$ cat src/rtl/pwr_seq_pkg.sv
// Shared types and constants for the execution-unit power sequencer.
package pwr_seq_pkg;

  // Width of the shared wait/settle counter
  localparam int CNT_W = 8;

  // Default timing parameters
  localparam int SETTLE_CYCLES_DEF = 8;
  localparam int ACK_TIMEOUT_DEF   = 64;

  // Sequencer states; encodings are visible on seq_state
  typedef enum logic [3:0] {
    ST_ON      = 4'd0,
    ST_SAVE    = 4'd1,
    ST_ISO     = 4'd2,
    ST_PSW_OFF = 4'd3,
    ST_OFF     = 4'd4,
    ST_PSW_ON  = 4'd5,
    ST_SETTLE  = 4'd6,
    ST_RESTORE = 4'd7,
    ST_DEISO   = 4'd8
  } seq_state_e;

  // Registered control outputs, decoded from the state being entered
  typedef struct packed {
    logic save_req;
    logic restore_req;
    logic iso_enable;
    logic psw_on;
    logic dom_rst_n;
    logic domain_on;
  } seq_out_t;

  // Output pattern held while in a given state
  function automatic seq_out_t state_outputs(seq_state_e s);
    seq_out_t o;
    o.save_req    = (s == ST_SAVE);
    o.restore_req = (s == ST_RESTORE);
    o.domain_on   = (s == ST_ON);
    // Clamps stay on from isolation until the domain has been restored
    o.iso_enable  = (s == ST_ISO) || (s == ST_PSW_OFF) || (s == ST_OFF) ||
                    (s == ST_PSW_ON) || (s == ST_SETTLE) || (s == ST_RESTORE);
    o.psw_on      = !((s == ST_PSW_OFF) || (s == ST_OFF));
    // Domain reset held from switch-off until settle has completed
    o.dom_rst_n   = !((s == ST_PSW_OFF) || (s == ST_OFF) ||
                      (s == ST_PSW_ON) || (s == ST_SETTLE));
    return o;
  endfunction

endpackage

$ cat src/rtl/pwr_seq_ctrl.sv
// Power-down/power-up sequencer for the execution-unit power domain.
// One FSM plus a shared counter used both for ack timeouts and settle delay.
module pwr_seq_ctrl
  import pwr_seq_pkg::*;
#(
  parameter int SETTLE_CYCLES = SETTLE_CYCLES_DEF,
  parameter int ACK_TIMEOUT   = ACK_TIMEOUT_DEF
) (
  input  logic       clk,
  input  logic       rst_n,
  input  logic       pd_req,
  input  logic       save_ack,
  input  logic       restore_ack,
  input  logic       psw_ack,
  output logic       save_req,
  output logic       restore_req,
  output logic       iso_enable,
  output logic       psw_on,
  output logic       dom_rst_n,
  output logic       domain_on,
  output logic [3:0] seq_state,
  output logic       timeout_err
);

  localparam logic [CNT_W-1:0] TMO_LAST    = CNT_W'(ACK_TIMEOUT - 1);
  localparam logic [CNT_W-1:0] SETTLE_LOAD = CNT_W'(SETTLE_CYCLES - 1);
  localparam logic [CNT_W-1:0] CNT_MAX     = '1;

  seq_state_e       state_q, state_d;
  logic [CNT_W-1:0] cnt_q, cnt_d;
  logic             err_q, err_d;
  seq_out_t         out_q;
  logic             ack_wait;

  // Next-state, counter and timeout-flag logic
  always_comb begin
    state_d  = state_q;
    cnt_d    = cnt_q;
    err_d    = err_q;
    ack_wait = 1'b0;
    unique case (state_q)
      ST_ON:      if (pd_req) state_d = ST_SAVE;
      ST_SAVE:    if (save_ack) state_d = pd_req ? ST_ISO : ST_DEISO;
                  else ack_wait = 1'b1;
      ST_ISO:     state_d = pd_req ? ST_PSW_OFF : ST_DEISO;
      ST_PSW_OFF: if (!psw_ack) state_d = ST_OFF;
                  else ack_wait = 1'b1;
      ST_OFF:     if (!pd_req) state_d = ST_PSW_ON;
      ST_PSW_ON:  if (psw_ack) state_d = ST_SETTLE;
                  else ack_wait = 1'b1;
      ST_SETTLE:  if (cnt_q == '0) state_d = ST_RESTORE;
                  else cnt_d = cnt_q - 1'b1;
      ST_RESTORE: if (restore_ack) state_d = ST_DEISO;
                  else ack_wait = 1'b1;
      ST_DEISO:   state_d = ST_ON;
      default:    state_d = ST_ON;
    endcase

    // Count cycles spent waiting; an ack in the same cycle pre-empts the timeout
    if (ack_wait) begin
      if (cnt_q != CNT_MAX) cnt_d = cnt_q + 1'b1;
      if (cnt_q == TMO_LAST) err_d = 1'b1;
    end

    // Counter restarts on each state change; SETTLE entry preloads the delay
    if (state_d != state_q) cnt_d = (state_d == ST_SETTLE) ? SETTLE_LOAD : '0;
  end

  // State, counter, sticky error and registered outputs
  always_ff @(posedge clk or negedge rst_n) begin
    if (!rst_n) begin
      state_q <= ST_ON;
      cnt_q   <= '0;
      err_q   <= 1'b0;
      out_q   <= state_outputs(ST_ON);
    end else begin
      state_q <= state_d;
      cnt_q   <= cnt_d;
      err_q   <= err_d;
      out_q   <= state_outputs(state_d);
    end
  end

  assign save_req    = out_q.save_req;
  assign restore_req = out_q.restore_req;
  assign iso_enable  = out_q.iso_enable;
  assign psw_on      = out_q.psw_on;
  assign dom_rst_n   = out_q.dom_rst_n;
  assign domain_on   = out_q.domain_on;
  assign seq_state   = state_q;
  assign timeout_err = err_q;

endmodule

$ cat config.mk
export PLATFORM = sky130hd
export DESIGN_NAME = pwr_seq_ctrl
export DESIGN_NICKNAME = d
export VERILOG_FILES = /design/src/rtl/pwr_seq_pkg.sv /design/src/rtl/pwr_seq_ctrl.sv
export SDC_FILE = /design/constraint.sdc
export NUM_CORES = 1
export LEC_CHECK = 0
export CORE_MARGIN = 2
export CORE_UTILIZATION = 47
export CTS_CLUSTER_SIZE = 10
export DETAILED_ROUTE_END_ITERATION = 16
export PLACE_DENSITY = 0.69
export SLEW_MARGIN = 20
export SYNTH_ARGS = -nofsm -noshare
export SYNTH_HDL_FRONTEND = slang
export SYNTH_SLANG_ARGS = --single-unit
$ cat constraint.sdc
create_clock -name clk -period 4.25 [get_ports clk]
set_input_delay 0.85 -clock clk [delete_from_list [all_inputs] [get_ports clk]]
set_output_delay 0.85 -clock clk [all_outputs]
set_load 0.01 [all_outputs]
==> out/summary.txt, run 1 <==
Primary FF master, synth -> dfrtp_1
Tightest Pin Transition -> 0.8546 ns
setup_tns -> 0 ns
clock sinks -> 19
CTS buffer count -> 3
post-CTS sizing -> 0
fin area -> 1526 µm²
Worst Hold Class -> register to register
Die W -> 57.60 µm
Post-DP Area -> 1499 µm²
sequential share of power -> 35.7%
Sw Share -> 43.74%
max incr delay on CP -> 0.64 ns
Placer Congestion -> 0.7799
fmax -> 0.3951 GHz
CP max-delay cell -> clkdlybuf4s50_1
synthesized netlist cell count -> 136
wire length per cell -> 15.64 µm
Clock H-tree levels -> 1
Slew Limit Fails -> 0
global route total overflow -> 0
Cell variety after synth -> 55
Clock Power Share -> 10.5%
Tot GR Track Use -> 19.49%
status -> complete, no violations
Hold Buf Count CTS -> 0
synthesized-area fraction occupied by adder cells -> 1.854%
Layout area overhead -> 13.07%
skew final -> 0.007546 ns
maximum vdd ir drop -> 379.1 µV
max_cap viols -> 0
synthesized area -> 1350 µm²
First DRT Iteration DRCs -> 42
leakage -> 0.6435 nW
cell internal pwr -> 501.8 µW
count of final hold-check violations -> 0
Syn Area/Cell -> 9.927 µm²
largest family of logic cells by synthesized area -> simple AND/OR/NAND/NOR gates
global-route wire length before repair -> 5050 µm
share of cells above drive strength 1 -> 11.41%
routed vias -> 1111
Clk Tree Root Cell -> clkbuf_4
Worst Path Buf+Inv -> 1
Die H -> 57.60 µm
ANT cells -> 0
syn nets -> 144
Clock transition at path regs -> 0.12 ns
total die area -> 3317 µm²
number of nets in the layout -> 158
Slew HR -> 42.85%
Crit Path Class -> input port to register
dpl hpwl -> 2067 µm
period utilisation layout -> 59.55%
initial antenna violation count -> 0
First-pass DRT Iterations -> 4
worst path cell trace -> clkdlybuf4s50_1, nor2_2, mux2i_4, o211ai_2, a2111oi_4, o221a_1
Core Footprint -> 2734 µm²
Worst R2R Setup Slack -> 1.98 ns
Clk Latency, worst-skew pair -> 0.30 ns
CP delay by family, top -> compound AO/OA/AOI/OAI gates
mux cell area share after synthesis -> 4.634%
post-synthesis compound-gate area fraction -> 23.73%
Logic pwr share -> 53.8%
vias in the first global route -> 1085
Syn. warnings -> 0
Max Root-Sink Buffers -> 2
Worst Path Arrival -> 2.77 ns
Post-synth EDFFs -> 0
Antenna Nets Post-Route -> 0
Critical Path RT -> 4.49 ns
starting density of the core -> 49.38%
largest net degree at the start of global routing -> 20
CTS tree -> built
Post-CTS Setup Bufs -> 0
simple-gate share of the synthesized area -> 27.71%
Switch Pwr -> 390.1 µW
Vias/cell -> 6.172
Synth Area in XOR/XNOR -> 0.6487%
CP Capture Type -> register
I/O pins -> 17
most used cells in the layout excluding fill and tap cells -> dfrtp_1 (16), clkdlybuf4s50_1 (16), nor2_1 (9)
async set-reset flop share out of synthesis -> 100.0%
# setup viols final -> 0
Remaining DRCs -> 0
Crit Path Max Fanout -> 8
Pwr Density -> 584.3 nW/µm²
#FFs+latches synth -> 19
final wirelength -> 2815 µm
Final min period -> 2.531 ns
FP Rows -> 19
Startpoint Class -> input port
register area share after synthesis -> 35.50%
Port Buffers -> 16
RSZ-0062 raised after global routing -> no
[power groups by stage]
stage | logic [mW] | clock network [mW] | registers (mW)
2_1_floorplan | 0.376 | 0 | 0.289
3_3_place_gp | 0.475 | 0 | 0.320
3_5_place_dp | 0.479 | 0 | 0.321
4_1_cts | 0.482 | 0.0982 | 0.318
5_1_grt | 0.532 | 0.106 | 0.334
6_report | 0.480 | 0.0934 | 0.319
[flip-flops by register name (all words and copies together), names as in the netlist]
name and cells:
seq_state 4, psw_on 1, save_req 1, timeout_err 1
iso_enable 1, cnt_q 8, dom_rst_n 1, restore_req 1
domain_on 1
[cells in the mapped netlist, types with 4 or more instances]
master,count,share of area (%)
dfrtp_1,16,30
mux2i_1,4,3.0
nand2_1,8,2.2
inv_1,8,2.2
buf_2,4,1.5
nor2_1,9,2.5
nor3_1,6,2.2
and3_1,5,2.3
nor2b_1,4,1.9
[worst paths after layout]
check	end	cells past startpoint	from
hold reg to reg	timeout_err$_DFFE_PN0P_	2	timeout_err$_DFFE_PN0P_
setup reg to reg	cnt_q[3]$_DFF_PN0_	5	seq_state[3]$_DFF_PN0_
max in group asynchronous	seq_state[1]$_DFF_PN0_	1	rst_n
hold / removal	timeout_err$_DFFE_PN0P_	2	timeout_err$_DFFE_PN0P_
min in group asynchronous	cnt_q[1]$_DFF_PN0_	1	rst_n
setup / recovery	cnt_q[3]$_DFF_PN0_	6	pd_req
[logic make-up after synthesis]
group	after synthesis
xor+xnor	1
simple gates	59
mux	5
buf+inv	15
flops	19
fa+ha+maj	2
compound gates	35
[per-layer routing]
layer  routed length, µm  vias to the layer above  GRT usage (%)
met2                1282                       23          29.22
li1                    -                      546              -
met3                 126                        6          4.535
met4                  28                        0          5.316
met5                   0                        -              0
met1                1377                      536          28.28
[stage by stage]
stage | utilization [%] | total power [mW] | hold WS [ns] | setup slack [ns] | std cells
3_5_place_dp | 54.83 | 0.8000 | 0.4656 | 1.418 | 176
4_1_cts | 55.84 | 0.8987 | 0.4947 | 1.725 | 180
6_report | 55.84 | 0.8918 | 0.4904 | 1.719 | 180
5_1_grt | 55.84 | 0.9718 | 0.5218 | 1.631 | 180
2_1_floorplan | - | 0.6649 | 0.5025 | 2.075 | 136
3_3_place_gp | 54.83 | 0.7947 | 0.4540 | 1.454 | 176
[tightest hold or removal path, delay by kind of cell, from the launching register on]
family / cells / cell delay [ns]
flops: 1 / 0.37
compound gates: 1 / 0.05
buf+inv: 1 / 0.04
[final cells by class]
cell class / count / area [µm²]
clock buffers: 3 / 22.52
clock inverters: 1 / 5.005
fillers: 234 / 1207
inverters: 8 / 30.03
multi-input cells: 102 / 790.8
flip-flops and latches: 19 / 479.2
well taps: 31 / 38.79
repair buffers: 16 / 160.2
(Power assumes the default switching activity.)
==> run 2, diff against run 1 <==
--- a/config.mk
+++ b/config.mk
@@ -9,7 +9,7 @@
 export CORE_UTILIZATION = 47
 export CTS_CLUSTER_SIZE = 10
 export DETAILED_ROUTE_END_ITERATION = 16
-export PLACE_DENSITY = 0.69
+export PLACE_DENSITY = 0.72
 export SLEW_MARGIN = 20
 export SYNTH_ARGS = -nofsm -noshare
 export SYNTH_HDL_FRONTEND = slang
==> constraint.sdc (replaced) <==
create_clock -name clk -period 2.1 [get_ports clk]
set_input_delay 0.42 -clock clk [delete_from_list [all_inputs] [get_ports clk]]
set_output_delay 0.42 -clock clk [all_outputs]
set_load 0.01 [all_outputs]
==> run 2 against run 1 <==
Effect of this change: wire length up 11%; worst setup slack worse by 1.7 ns; final cell count up 13%; worst hold slack worse by 0.054 ns; largest cell class unchanged; die area unchanged; critical path depth unchanged; critical endpoint is now cnt_q[6]$_DFF_PN0_.
==> out/summary.txt, run 2 (synthesis gave the netlist of run 1 again) <==
FP Rows -> 19 (unchanged)
Largest register FFs -> 8 (unchanged)
Hold Buf Count CTS -> 0 (unchanged)
Slew Limit Fails -> 0 (unchanged)
Switch Pwr -> 852.3 µW (+120%)
# setup viols final -> 0 (unchanged)
CP max-delay cell -> clkdlybuf4s50_1
final cell count without fillers -> 204 (+13%)
ANT cells -> 0 (unchanged)
Antenna Nets Post-Route -> 0 (unchanged)
Layout area overhead -> 27.71%
Worst Hold Class -> input port to asynchronous set/reset pin
CTS tree -> built
Die W -> 57.60 µm (unchanged)
global route total overflow -> 0 (unchanged)
Pwr Density -> 1193 nW/µm² (+100%)
Core Footprint -> 2734 µm² (unchanged)
CTS buffer count -> 3 (unchanged)
Max Root-Sink Buffers -> 2 (unchanged)
placed insts -> 200 (+14%)
Worst Path Arrival -> 2.25 ns (-0.52 ns)
Remaining DRCs -> 0 (unchanged)
Port Buffers -> 16 (unchanged)
wire length per cell -> 15.32 µm (-2.0%)
Clk Tree Root Cell -> clkbuf_4
Die H -> 57.60 µm (unchanged)
Placer Congestion -> 0.8008 (+2.7%)
count of final hold-check violations -> 0 (unchanged)
starting density of the core -> 49.38% (unchanged)
cell internal pwr -> 1.205 mW (+140%)
maximum vdd ir drop -> 937.2 µV (+150%)
routed vias -> 1199 (+7.9%)
Tot GR Track Use -> 20.09% (+0.60 points)
Post-CTS Setup Bufs -> 0 (unchanged)
R2R cell count -> 5 (unchanged)
Clock Power Share -> 9.1% (-1.4 points)
total die area -> 3317 µm² (unchanged)
largest net degree at the start of global routing -> 20 (unchanged)
sequential share of power -> 29.2% (-6.5 points)
CP Capture Type -> register
Vias/cell -> 5.877 (-4.8%)
initial antenna violation count -> 0 (unchanged)
Clock transition at path regs -> 0.11 ns (about the same)
worst path cell trace -> clkdlybuf4s50_1, nand2b_1, a32oi_4, or3_4, and3_1, o31a_1
period utilisation layout -> 98.24%
Slew HR -> 58.92% (+16 points)
Clock H-tree levels -> 1 (unchanged)
Reg with most FFs -> cnt_q
Tightest Pin Transition -> 0.6067 ns (-0.2479 ns)
vias in the first global route -> 1154 (+6.4%)
Final min period -> 2.063 ns
Startpoint Class -> input port
I/O pins -> 17 (unchanged)
leakage -> 0.7564 nW (+18%)
Critical Path RT -> 2.28 ns (-2.21 ns)
dpl hpwl -> 2384 µm (+15%)
skew final -> 0.004677 ns (-0.002869 ns)
max_cap viols -> 0 (unchanged)
First DRT Iteration DRCs -> 28 (-33%)
max incr delay on CP -> 0.56 ns (-0.08 ns)
final wirelength -> 3125 µm (+11%)
First-pass DRT Iterations -> 4 (unchanged)
Clk Latency, worst-skew pair -> 0.30 ns (about the same)
global-route wire length before repair -> 5347 µm (+5.9%)
setup_tns -> 0 ns (unchanged)
share of cells above drive strength 1 -> 26.59% (+15 points)
Logic pwr share -> 61.7% (+7.9 points)
Crit Path Max Fanout -> 8 (unchanged)
Crit Path Class -> input port to register
number of nets in the layout -> 182 (+15%)
commonest non-fill, non-tap cell in the layout -> buf_4
status -> complete, no violations
Sw Share -> 41.43% (-2.3 points)
fmax -> 0.4847 GHz
clock sinks -> 19 (unchanged)
most used cells in the layout excluding fill and tap cells -> buf_4 (24), clkdlybuf4s50_1 (16), dfrtp_1 (14)
## run 2: metal layers
layer,up-vias,GRT usage [%],share of wire [%]
met5,-,0,0
met4,0,1.993,0.13
met3,2,4.535,4.0
met2,29,32.14,49
met1,577,28.92,47
li1,591,-,-
## run 2: path summary, 6_finish.rpt
path | slack [ns] | end | from
setup / recovery | 0.04 | cnt_q[6]$_DFF_PN0_ | psw_ack
hold / removal | 0.44 | restore_req$_DFF_PN0_ | rst_n
setup reg to reg | 0.09 | cnt_q[6]$_DFF_PN0_ | seq_state[2]$_DFF_PN0_
hold reg to reg | 0.49 | timeout_err$_DFFE_PN0P_ | timeout_err$_DFFE_PN0P_
max in group asynchronous | 1.40 | domain_on$_DFF_PN1_ | rst_n
min in group clk | 0.49 | timeout_err$_DFFE_PN0P_ | timeout_err$_DFFE_PN0P_
## run 2: what timing repair did
action                     4_1_cts  5_1_grt
pin swaps                        0        1
setup endpoints to repair        1        9
gates resized for setup          1        4
## run 2: area by class of cell
type / count / area [µm²]
fill: 234 / 1010
multi-input combinational: 102 / 803.3
sequential: 19 / 481.7
timing repair buffer: 40 / 340.3
tap: 31 / 38.79
inverter: 8 / 30.03
clock buffer: 3 / 22.52
clock inverter: 1 / 7.507
## run 2: power by group through the flow
stage	sequential, mW	combinational, mW	clock, mW
floorplan	0.585	0.761	0
global placement	0.596	1.22	0
detailed placement	0.601	1.25	0
CTS	0.598	1.26	0.193
global route	0.619	1.37	0.216
finish	0.601	1.27	0.187
## run 2: metrics by stage
stage | hold slack [ns] | power, mW | area, µm² | setup slack [ns] | utilization, %
3_5_place_dp | 0.4613 | 1.850 | 1679 | -0.2969 | 61.42
6_report | 0.4365 | 2.057 | 1724 | 0.03700 | 63.07
3_3_place_gp | 0.4535 | 1.814 | 1679 | -0.2407 | 61.42
2_1_floorplan | 0.1244 | 1.346 | 1350 | 0.2224 | -
5_1_grt | 0.4268 | 2.210 | 1724 | -0.006050 | 63.07
4_1_cts | 0.4428 | 2.047 | 1710 | 0.03297 | 62.56
## run 2: worst max-delay path: cells and delay by family
family          cells  cell delay [ns]
compound gates      2             0.48
buf+inv             1             0.56
simple gates        3             0.78
==> run 3, diff against run 2 <==
--- a/config.mk
+++ b/config.mk
@@ -5,6 +5,7 @@
 export SDC_FILE = /design/constraint.sdc
 export NUM_CORES = 1
 export LEC_CHECK = 0
+export CORE_ASPECT_RATIO = 0.7
 export CORE_MARGIN = 2
 export CORE_UTILIZATION = 47
 export CTS_CLUSTER_SIZE = 10
==> run 3 against run 2 <==
Effect of this change: clock skew decreased by 0.0024 ns; combinational power is essentially flat; critical path type unchanged; non-clock buffer count is 1 lower; first-iteration DRC count rose to 4.6 times the previous value.
==> out/summary.txt, run 3 (synthesis gave the netlist of run 1 again) <==
Clock transition at path regs -> 0.07 ns (-0.04 ns)
Clock H-tree levels -> 1 (unchanged)
Die W -> 68.06 µm (+18%)
Clk Latency, worst-skew pair -> 0.26 ns (-0.04 ns)
max layer used -> met4
FP Rows -> 16 (-3)
share of cells above drive strength 1 -> 24.42% (-2.2 points)
Antenna Nets Post-Route -> 0 (unchanged)
Hold WS -> 0.4883 ns (+0.05179 ns)
RR Startpoint -> seq_state[1]$_DFF_PN0_
Startpoint Class -> input port
WL met2 -> 1358 µm (-11%)
global-route wire length before repair -> 5430 µm (+1.6%)
CTS buffer count -> 3 (unchanged)
number of nets in the layout -> 181 (-0.55%)
skew final -> 0.002262 ns (-0.002414 ns)
largest net degree at the start of global routing -> 20 (unchanged)
period utilisation layout -> 97.28% (-0.96 points)
Final min period -> 2.043 ns (-0.02021 ns)
count of final hold-check violations -> 0 (unchanged)
First DRT Iteration DRCs -> 128 (+360%)
clock sinks -> 19 (unchanged)
total die area -> 3324 µm² (+0.21%)
# setup viols final -> 0 (unchanged)
final cell count without fillers -> 208 (+2.0%)
Reg with most FFs -> cnt_q
Remaining DRCs -> 0 (unchanged)
Critical Path RT -> 2.25 ns (-0.03 ns)
fmax -> 0.4895 GHz (+0.99%)
Tightest Pin Transition -> 0.5863 ns (-0.02037 ns)
routed vias -> 1208 (+0.75%)
worst path cell trace -> clkdlybuf4s50_1, mux2i_1, a32oi_4, or3_4, and3_1, o31a_1
First-pass DRT Iterations -> 4 (unchanged)
max incr delay on CP -> 0.48 ns (-0.08 ns)
Logic pwr share -> 59.6% (-2.1 points)
Switch Pwr -> 863.0 µW (+1.3%)
Metal-1 WL -> 1606 µm (+9.8%)
Tot GR Track Use -> 21.45% (+1.4 points)
dpl hpwl -> 2417 µm (+1.4%)
sequential share of power -> 28.2% (-1.0 points)
CP Capture Type -> register
global route total overflow -> 0 (unchanged)
CP max-delay cell -> clkdlybuf4s50_1
Crit Path Class -> input port to register
Slew Limit Fails -> 0 (unchanged)
initial antenna violation count -> 0 (unchanged)
Port Buffers -> 16 (unchanged)
CTS tree -> built
vias in the first global route -> 1172 (+1.6%)
leakage -> 0.7624 nW (+0.79%)
RSZ-0062 raised after global routing -> no
Sw Share -> 40.63% (-0.80 points)
Worst Hold Class -> input port to asynchronous set/reset pin
wire length per cell -> 15.28 µm (-0.26%)
cell internal pwr -> 1.261 mW (+4.6%)
ANT cells -> 0 (unchanged)
Post-CTS Setup Bufs -> 0 (unchanged)
placed insts -> 204 (+2.0%)
Pwr Density -> 1227 nW/µm² (+2.9%)
Max Root-Sink Buffers -> 2 (unchanged)
max_cap viols -> 0 (unchanged)
Clk Tree Root Cell -> clkbuf_8
metal3 WL -> 187 µm (+48%)
Placer Congestion -> 0.8721 (+8.9%)
Largest register FFs -> 8 (unchanged)
starting density of the core -> 48.87% (-0.51 points)
status -> complete, no violations
Layout area overhead -> 28.17%
final wirelength -> 3178 µm (+1.7%)
Clock Power Share -> 12.2% (+3.1 points)
maximum vdd ir drop -> 837.6 µV (-11%)
Die H -> 48.84 µm (-15%)
Worst Path Arrival -> 2.19 ns (-0.06 ns)
Vias/cell -> 5.808 (-1.2%)
I/O pins -> 17 (unchanged)
commonest non-fill, non-tap cell in the layout -> buf_4
Post-DP Area -> 1678 µm² (about the same)
Core Footprint -> 2763 µm² (+1.1%)
Crit Path Max Fanout -> 6 (-2)
Slew HR -> 60.81% (+1.9 points)
fin area -> 1730 µm² (+0.36%)
CP Launch Point -> psw_ack
most used cells in the layout excluding fill and tap cells -> buf_4 (23), clkdlybuf4s50_1 (16), dfrtp_1 (15)
[run 3: path summary, 6_finish.rpt]
| kind | endpoint | slack [ns] | cells past startpoint |
|---|---|---|---|
| max reg2reg | cnt_q[6]$_DFF_PN0_ | 0.12 | 5 |
| min | cnt_q[3]$_DFF_PN0_ | 0.49 | 2 |
| min in group clk | timeout_err$_DFFE_PN0P_ | 0.50 | 2 |
| max | cnt_q[6]$_DFF_PN0_ | 0.06 | 6 |
| max in group asynchronous | psw_on$_DFF_PN1_ | 1.34 | 2 |
| min reg2reg | timeout_err$_DFFE_PN0P_ | 0.50 | 2 |
[run 3: critical path: cells and delay by family]
family	cells	cell delay, ns
buffers and inverters	1	0.48
AO/OA/AOI/OAI	2	0.41
multiplexers	1	0.27
AND/OR/NAND/NOR	2	0.61
[run 3: what timing repair did]
action | CTS | global route
resized for setup | 0 | 2
endpoints found under the setup margin | 0 | 5
hold buffers | 0 | 0
[run 3: stage by stage]
stage               power [mW]  TNS [ns]  worst slack (ns)  util, %
floorplan                1.346         0            0.2224        -
detailed placement       1.844    -1.118           -0.2084    60.73
CTS                      2.117         0           0.04444    62.41
global route             2.264         0           0.01582    62.64
global placement         1.829   -0.9872           -0.1601    60.73
finish                   2.124         0           0.05721    62.64
[run 3: power by group through the flow]
| stage | Combinational (mW) | Clock [mW] | Sequential (mW) |
|---|---|---|---|
| after floorplan | 0.761 | 0 | 0.585 |
| after global placement | 1.23 | 0 | 0.596 |
| after detailed placement | 1.25 | 0 | 0.598 |
| after CTS | 1.26 | 0.267 | 0.594 |
| after global routing | 1.37 | 0.281 | 0.616 |
| final | 1.27 | 0.258 | 0.599 |
[run 3: cell type report]
| class | count | area, µm² |
|---|---|---|
| multi-input cells | 102 | 795.8 |
| clock buffers | 3 | 41.29 |
| repair buffers | 39 | 332.8 |
| clock inverters | 1 | 5.005 |
| flip-flops and latches | 19 | 480.5 |
| well taps | 36 | 45.04 |
| fillers | 223 | 1032 |
| inverters | 8 | 30.03 |
[run 3: layer usage]
layer  track usage (%)  up-vias
met5                 0        -
met4             4.000        0
met3             5.543        4
met2             31.72       32
met1             31.89      581
li1                  -      591
